[src/rtl/inst_fetch_ctrl_pkg.sv]
// ============================================================================
// Package  : inst_fetch_ctrl_pkg
// Brief    : Shared widths, enable levels and fetch state encoding for fetch.
// Revision : 1.0 - initial release
// ============================================================================
`default_nettype none

package inst_fetch_ctrl_pkg;

  localparam int c_addr_w = 32;
  localparam int c_inst_w = 32;

  localparam logic c_enable  = 1'b1;
  localparam logic c_disable = 1'b0;

  localparam logic [c_inst_w-1:0] c_zero_word = '0;

  typedef enum logic [1:0] {
    ST_IDLE  = 2'd0,
    ST_RUN   = 2'd1,
    ST_FAULT = 2'd2
  } fetch_state_e;

endpackage

`default_nettype wire

[src/rtl/inst_fetch_ctrl_fetch_queue.sv]
// ============================================================================
// Module   : inst_fetch_ctrl_fetch_queue
// Brief    : Circular FIFO of {pc, inst} with push/pop/flush and entry count.
// Revision : 1.0 - initial release
// ============================================================================
`default_nettype none

module inst_fetch_ctrl_fetch_queue
  import inst_fetch_ctrl_pkg::*;
#(
  parameter int ADDR_W = c_addr_w,
  parameter int INST_W = c_inst_w,
  parameter int DEPTH  = 2
) (
  input  logic                         clk,
  input  logic                         rst,
  input  logic                         i_push,
  input  logic [INST_W-1:0]            i_push_inst,
  input  logic [ADDR_W-1:0]            i_push_pc,
  input  logic                         i_pop,
  input  logic                         i_flush,
  output logic                         o_valid,
  output logic [INST_W-1:0]            o_head_inst,
  output logic [ADDR_W-1:0]            o_head_pc,
  output logic [$clog2(DEPTH):0]       o_count
);

  localparam int PTR_W = $clog2(DEPTH);
  localparam int CNT_W = PTR_W + 1;

  logic [INST_W-1:0] r_inst_mem [DEPTH];
  logic [ADDR_W-1:0] r_pc_mem   [DEPTH];
  logic [PTR_W-1:0]  r_wr_ptr;
  logic [PTR_W-1:0]  r_rd_ptr;
  logic [CNT_W-1:0]  r_count;
  logic              w_empty;
  logic              w_full;
  logic              w_pop;
  logic              w_push;

  assign w_empty = (r_count == '0);
  assign w_full  = (r_count == CNT_W'(DEPTH));
  assign w_pop   = i_pop & ~w_empty;
  // A full queue still accepts a push when the head leaves in the same cycle.
  assign w_push  = i_push & (~w_full | w_pop);

  always_ff @(posedge clk or posedge rst) begin
    if (rst) begin
      r_wr_ptr <= '0;
      r_rd_ptr <= '0;
      r_count  <= '0;
    end else if (i_flush) begin
      r_wr_ptr <= '0;
      r_rd_ptr <= '0;
      r_count  <= '0;
    end else begin
      if (w_push) r_wr_ptr <= r_wr_ptr + PTR_W'(1);
      if (w_pop)  r_rd_ptr <= r_rd_ptr + PTR_W'(1);
      case ({w_push, w_pop})
        2'b10:   r_count <= r_count + CNT_W'(1);
        2'b01:   r_count <= r_count - CNT_W'(1);
        default: r_count <= r_count;
      endcase
    end
  end

  // Payload storage needs no reset; the count alone qualifies it.
  always_ff @(posedge clk) begin
    if (w_push && !i_flush) begin
      r_inst_mem[r_wr_ptr] <= i_push_inst;
      r_pc_mem[r_wr_ptr]   <= i_push_pc;
    end
  end

  assign o_valid     = ~w_empty;
  assign o_head_inst = w_empty ? INST_W'(c_zero_word) : r_inst_mem[r_rd_ptr];
  assign o_head_pc   = w_empty ? '0 : r_pc_mem[r_rd_ptr];
  assign o_count     = r_count;

endmodule

`default_nettype wire

[src/rtl/inst_fetch_ctrl.sv]
// ============================================================================
// Module   : inst_fetch_ctrl
// Brief    : PC owner and ROM fetch sequencer feeding decode through a queue.
//            Optional bounds check enabled by macro FETCH_BOUNDS_CHECK_EN.
// Revision : 1.0 - initial release
// ============================================================================
`default_nettype none

module inst_fetch_ctrl
  import inst_fetch_ctrl_pkg::*;
#(
  parameter int                 ADDR_W    = c_addr_w,
  parameter int                 INST_W    = c_inst_w,
  parameter int                 Q_DEPTH   = 2,
  parameter logic [ADDR_W-1:0]  RESET_PC  = '0,
  parameter int                 ROM_WORDS = 16
) (
  input  logic              clk,
  input  logic              rst,
  output logic              o_romEnable,
  output logic [ADDR_W-1:0] o_romAddr,
  input  logic [INST_W-1:0] i_romInst,
  input  logic              i_redirect,
  input  logic [ADDR_W-1:0] i_redirectPc,
  output logic              o_instValid,
  output logic [INST_W-1:0] o_inst,
  output logic [ADDR_W-1:0] o_instPc,
  input  logic              i_instReady,
  output logic              o_fetchFault
);

  localparam int              CNT_W       = $clog2(Q_DEPTH) + 1;
  localparam logic [ADDR_W:0] c_rom_limit = (ADDR_W+1)'(ROM_WORDS * 4);

`ifdef FETCH_BOUNDS_CHECK_EN
  localparam logic c_bounds_en = c_enable;
`else
  localparam logic c_bounds_en = c_disable;
`endif

  fetch_state_e      r_state;
  fetch_state_e      w_state_nxt;
  logic [ADDR_W-1:0] r_pc;
  logic [ADDR_W-1:0] w_pc_nxt;
  logic [ADDR_W-1:0] w_redirect_pc;
  logic [CNT_W-1:0]  w_count;
  logic              w_q_valid;
  logic              w_pop;
  logic              w_fetch;
  logic              w_out_of_range;
  logic              w_bounds_stop;

  assign w_redirect_pc  = i_redirectPc & ~ADDR_W'(3);
  assign w_out_of_range = ({1'b0, r_pc} >= c_rom_limit);
  assign w_bounds_stop  = c_bounds_en & w_out_of_range;
  // A redirect flushes the queue, so a same-cycle handshake is not a pop.
  assign w_pop          = w_q_valid & i_instReady & ~i_redirect;

  always_comb begin
    w_state_nxt = r_state;
    w_fetch     = c_disable;
    w_pc_nxt    = r_pc;
    case (r_state)
      ST_IDLE: w_state_nxt = ST_RUN;
      ST_RUN: begin
        if (!i_redirect) begin
          if (w_bounds_stop)
            w_state_nxt = ST_FAULT;
          else if (w_count < CNT_W'(Q_DEPTH) || w_pop)
            w_fetch = c_enable;
        end
      end
`ifdef FETCH_BOUNDS_CHECK_EN
      ST_FAULT: begin
        if (i_redirect) w_state_nxt = ST_RUN;
      end
`endif
      default: w_state_nxt = ST_IDLE;
    endcase
    if (i_redirect)
      w_pc_nxt = w_redirect_pc;
    else if (w_fetch)
      w_pc_nxt = r_pc + ADDR_W'(4);
  end

  always_ff @(posedge clk or posedge rst) begin
    if (rst) begin
      r_state <= ST_IDLE;
      r_pc    <= RESET_PC;
    end else begin
      r_state <= w_state_nxt;
      r_pc    <= w_pc_nxt;
    end
  end

  inst_fetch_ctrl_fetch_queue #(
    .ADDR_W (ADDR_W),
    .INST_W (INST_W),
    .DEPTH  (Q_DEPTH)
  ) u_fetch_queue (
    .clk         (clk),
    .rst         (rst),
    .i_push      (w_fetch),
    .i_push_inst (i_romInst),
    .i_push_pc   (r_pc),
    .i_pop       (w_pop),
    .i_flush     (i_redirect),
    .o_valid     (w_q_valid),
    .o_head_inst (o_inst),
    .o_head_pc   (o_instPc),
    .o_count     (w_count)
  );

  assign o_romEnable = w_fetch;
  assign o_romAddr   = r_pc;
  assign o_instValid = w_q_valid;

`ifdef FETCH_BOUNDS_CHECK_EN
  assign o_fetchFault = (r_state == ST_FAULT);
`else
  assign o_fetchFault = c_disable;
`endif

endmodule

`default_nettype wire

[config.mk]
export PLATFORM = sky130hd
export DESIGN_NAME = inst_fetch_ctrl
export DESIGN_NICKNAME = d
export VERILOG_FILES = /design/src/rtl/inst_fetch_ctrl_pkg.sv /design/src/rtl/inst_fetch_ctrl_fetch_queue.sv /design/src/rtl/inst_fetch_ctrl.sv
export SDC_FILE = /design/constraint.sdc
export NUM_CORES = 1
export LEC_CHECK = 0
export BUFFER_PORTS_ARGS = -buffer_cell sky130_fd_sc_hd__buf_2
export CAP_MARGIN = 0
export CORE_ASPECT_RATIO = 0.8
export CORE_MARGIN = 2
export CORE_UTILIZATION = 30
export DETAILED_ROUTE_END_ITERATION = 6
export GPL_TIMING_DRIVEN = 1
export MAX_ROUTING_LAYER = met4
export PLACE_DENSITY_LB_ADDON = 0.1
export SYNTH_ARGS = -nofsm -noshare
export SYNTH_HDL_FRONTEND = slang
export SYNTH_SLANG_ARGS = --single-unit
export TNS_END_PERCENT = 10
[constraint.sdc]
create_clock -name clk -period 8.15 [get_ports clk]
set_input_delay 0.4075 -clock clk [delete_from_list [all_inputs] [get_ports clk]]
set_output_delay 0.4075 -clock clk [all_outputs]
set_load 0.005 [all_outputs]
==> Flow_metrics.wiki <==
{| class="wikitable"
! Metric !! Value
|-
| Pin count of the biggest net entering global routing || 63
|-
| Top FF cell, synth || sky130_fd_sc_hd__edfxtp_1
|-
| Avg Cell Area, Syn || roughly 14 um^2
|-
| I/O Pins || about 170
|-
| Type of the most critical hold path || in -> async
|-
| Sequential area share after synthesis || around 70%
|-
| CP Cell Sequence || buf_4 > mux2i_1 > nor2_1 > buf_2
|-
| # nets final || 715
|-
| Share of layout cells above drive strength 1 || approximately 31%
|-
| Setup Slack @ Placement || 5.69 ns
|-
| First-iteration detailed-routing DRC count || 205
|-
| Area taken by multi-input logic gates || roughly 0.0019 mm^2
|-
| Wire length after detailed routing || between 15000 and 20000 um
|-
| Largest fanout on the critical path || 43
|-
| Summed area of non-filler cells in the final layout || 0.00837 mm^2
|-
| PnR Total Power || roughly 2.0 mW
|-
| Total setup violations reported at the end of the flow || 0
|-
| Routability-driven placement congestion ratio || ~0.80
|-
| Register-to-Register Path Depth || 6
|-
| Count of flip-flops with a built-in enable after synthesis || 124
|-
| Maximum vdd ir drop || 110 uV
|-
| Number of buffers between clock root and the deepest sink || 2
|-
| Final worst-path cycle share || approximately a third
|-
| Synth-to-Final Area Change || 25.9%
|-
| Total CTS buffers || 17
|-
| PnR worst setup slack || 5.37 ns
|-
| Hold slack final || between 0.07 and 0.08 ns
|-
| CP required || 7.74 ns
|-
| Slowest cell on the critical path || sky130_fd_sc_hd__dfrtp_4
|-
| Via count of the first global-routing pass || 4357
|-
| Worst Skew || slightly above 0.008 ns
|-
| Post-synthesis cell type with the largest combined area || sky130_fd_sc_hd__edfxtp_1
|-
| Die Footprint || roughly 0.023 mm^2
|-
| CTS clk-pin slew, worst paths || ~0.06 ns
|-
| RSZ-0062 raised after global routing || false
|-
| Number of hold-repair buffers added at the cts stage || 0
|-
| Startpoint type of the worst setup path || flip-flop
|-
| Number of library cell types mapped by synthesis || 38
|-
| Total instance count after detailed placement || between 900 and 1000
|-
| Area of the mapped netlist || 0.00665 mm^2
|-
| Number of max-slew violations in the final report || 0
|-
| Total of fill cells in the finished design || about 2100
|-
| Clk root buf || sky130_fd_sc_hd__clkbuf_16
|-
| Remaining routing DRC violations || 0
|-
| GR Util All Layers || between 10% and 20%
|-
| H-tree levels || 4
|-
| Aggregate negative setup slack || 0 ns
|-
| First-pass DRT Iterations || 6
|-
| Post CTS Setup Buffer Count || 0
|-
| Highest cell delay on the worst timing path || just over 0.7 ns
|-
| Core Footprint || 0.0217 mm^2
|-
| Routed len/inst || 16.9 um
|-
| Kind of critical path || reg -> out
|-
| Post-detail-place hpwl || between 10000 and 15000 um
|-
| Data arrival time of the critical path || roughly 2.4 ns
|-
| Post-Syn Instances || slightly below 500
|-
| Max cap viols || 0
|-
| Final hold violation count || 0
|-
| Final global-route overflow total || 0
|-
| Effective utilization at floorplan || a little under a third
|-
| Antenna violation net count after detailed routing || 0
|-
| Synthesized flop and latch total || 159
|-
| Transition time of the tightest slew-check pin || between 0.9 and 1 ns
|-
| Type of destination of the critical path || primary output
|-
| Total of buffers placed on input and output ports || 159
|-
| Area share of the leading cell type in the synthesized netlist || 56.0%
|-
| Power density cells || ~240 mW/mm^2
|-
| Die width || 170 um
|-
| Flip-flop and latch area || approximately 0.0046 mm^2
|-
| Post-CTS resize count || 0
|-
| Number of antenna violations at the first check in global routing || 2
|-
| Time the final worst path needs with I/O delays and setup || between 2 and 3 ns
|-
| Share of synthesized registers carrying an async set or reset || 22.0%
|-
| Outcome || complete, no violations
|-
| Clock tree from TritonCTS || yes
|-
| End-of-flow core utilization || 38.6%
|-
| First-pass GRT wire length || 24400 um
|-
| P_leak || ~3.2 nW
|-
| Relative slew slack || 36.7%
|-
| Routed via count || between 4000 and 5000
|-
| Top post-synthesis cells by area || sky130_fd_sc_hd__edfxtp_1 56%, sky130_fd_sc_hd__dfrtp_1 13%, sky130_fd_sc_hd__mux2i_1 9.5%, sky130_fd_sc_hd__nor2_1 3.9%, sky130_fd_sc_hd__xor2_1 3.3%
|-
| Source-to-sink clock delay at the later pin of the worst-skew pair || 0.42 ns
|-
| Finished Layout Cells || ~960
|-
| Num rows || 48
|-
| Clock net sink count || between 150 and 200
|-
| Highest clock rate || 360 MHz
|-
| Synth Warn # || 0
|-
| Mean number of vias per cell || approximately 4.5
|-
| Cell Area, Placed || around 0.0077 mm^2
|-
| Height of the die || 137 um
|}
cells in the final DEF, fill, tap and decap left out, types with 2 or more instances in the layout:
cell type	count
sky130_fd_sc_hd__and2_1	6
sky130_fd_sc_hd__buf_4	4
sky130_fd_sc_hd__or3_1	2
sky130_fd_sc_hd__inv_1	5
sky130_fd_sc_hd__nand2b_1	2
sky130_fd_sc_hd__clkinv_4	2
sky130_fd_sc_hd__a21oi_1	2
sky130_fd_sc_hd__nand2_1	35
sky130_fd_sc_hd__nand4_1	13
sky130_fd_sc_hd__edfxtp_1	124
sky130_fd_sc_hd__diode_2	2
sky130_fd_sc_hd__clkbuf_1	2
sky130_fd_sc_hd__buf_2	159
sky130_fd_sc_hd__clkbuf_16	17
sky130_fd_sc_hd__xor2_1	25
sky130_fd_sc_hd__xnor2_1	3
sky130_fd_sc_hd__clkinvlp_4	4
sky130_fd_sc_hd__and4_1	5
sky130_fd_sc_hd__dfrtp_1	34
sky130_fd_sc_hd__nand3_1	13
sky130_fd_sc_hd__inv_6	2
sky130_fd_sc_hd__nor2_1	68
sky130_fd_sc_hd__mux2_2	2
sky130_fd_sc_hd__o21ai_1	4
sky130_fd_sc_hd__mux2i_1	63
sky130_fd_sc_hd__a31oi_1	2
sky130_fd_sc_hd__nor3_2	2
sky130_fd_sc_hd__and3_1	8
sky130_fd_sc_hd__bufinv_16	4
sky130_fd_sc_hd__o21ai_0	25
sky130_fd_sc_hd__o31a_1	2
sky130_fd_sc_hd__conb_1	6
kinds of logic (layout without fill, tap and decap cells):
| logic type | count (synthesis) | in the layout | synth area share [%] |
|---|---|---|---|
| compound gates | 37 | 37 | 3.01 |
| fa+ha+maj | 1 | 1 | 0.188 |
| flops | 159 | 159 | 69.2 |
| simple gates | 163 | 163 | 11.6 |
| other cells | 2 | 8 | 0.113 |
| xor+xnor | 28 | 28 | 3.69 |
| mux | 65 | 65 | 9.83 |
| buf+inv | 34 | 200 | 2.41 |
layer usage:
metal	track usage [%]	up-vias	wire, um
met4	3.75	0	209
met3	3.99	17	807
met5	-	-	0
met1	18.5	2085	7640
li1	-	2069	-
met2	22.7	131	7560
synth_stat cells (all sizes together), types with 5 or more instances:
| cell type | instances |
|---|---|
| clkbuf | 13 |
| xor2 | 25 |
| and2 | 8 |
| nor2 | 70 |
| and4 | 5 |
| o21ai | 29 |
| nand4 | 13 |
| edfxtp | 124 |
| dfrtp | 35 |
| mux2i | 63 |
| inv | 5 |
| nand2 | 35 |
| buf | 16 |
| nand3 | 13 |
| and3 | 10 |
power breakdown:
part	switching, mW	internal [mW]	total [mW]	leakage (nW)
clock	0.328	0.515	0.842	0.288
sequential	0.0405	0.927	0.968	1.57
combinational	0.101	0.0795	0.181	1.39
total	0.470	1.52	1.99	3.25
state kept, by name, indices dropped and copies added, names as in the netlist:
signal,count
u_fetch_queue.r_rd_ptr,1
u_fetch_queue.r_inst_mem,64
r_state,1
u_fetch_queue.r_pc_mem,60
u_fetch_queue.o_count,2
u_fetch_queue.r_wr_ptr,1
o_romAddr,30
final timing paths:
path,startpoint,end,slack (ns)
min in group clk,i_romInst[28],u_fetch_queue.r_inst_mem[0][28]$_DFFE_PP_,0.17
worst min register to register,o_romAddr[25]$_DFFE_PP0P_,u_fetch_queue.r_pc_mem[0][25]$_DFFE_PP_,0.55
worst max-delay path,u_fetch_queue.r_rd_ptr$_DFFE_PP0P_,o_inst[25],5.37
max in group asynchronous,rst,u_fetch_queue.r_rd_ptr$_DFFE_PP0P_,7.70
worst min-delay path,rst,o_romAddr[24]$_DFFE_PP0P_,0.08
worst max register to register,o_romAddr[3]$_DFFE_PP0P_,o_romAddr[28]$_DFFE_PP0P_,5.83
critical path, delay by kind of cell, from the launching register on:
kind          cells  cell delay [ns]
simple gates      1             0.07
buf+inv           2             0.86
mux               1             0.27
flops             1             0.71
layout make-up:
cell class / count / share of cell area (%)
timing repair buffer: 163 / 9.87
clock buffer: 19 / 5.17
multi-input combinational: 300 / 22.9
tap: 300 / 4.49
clock inverter: 13 / 2.26
sequential: 159 / 55.0
inverter: 5 / 0.224
antenna: 2 / 0.0598
No activity file was read; power rests on OpenSTA's default activity.
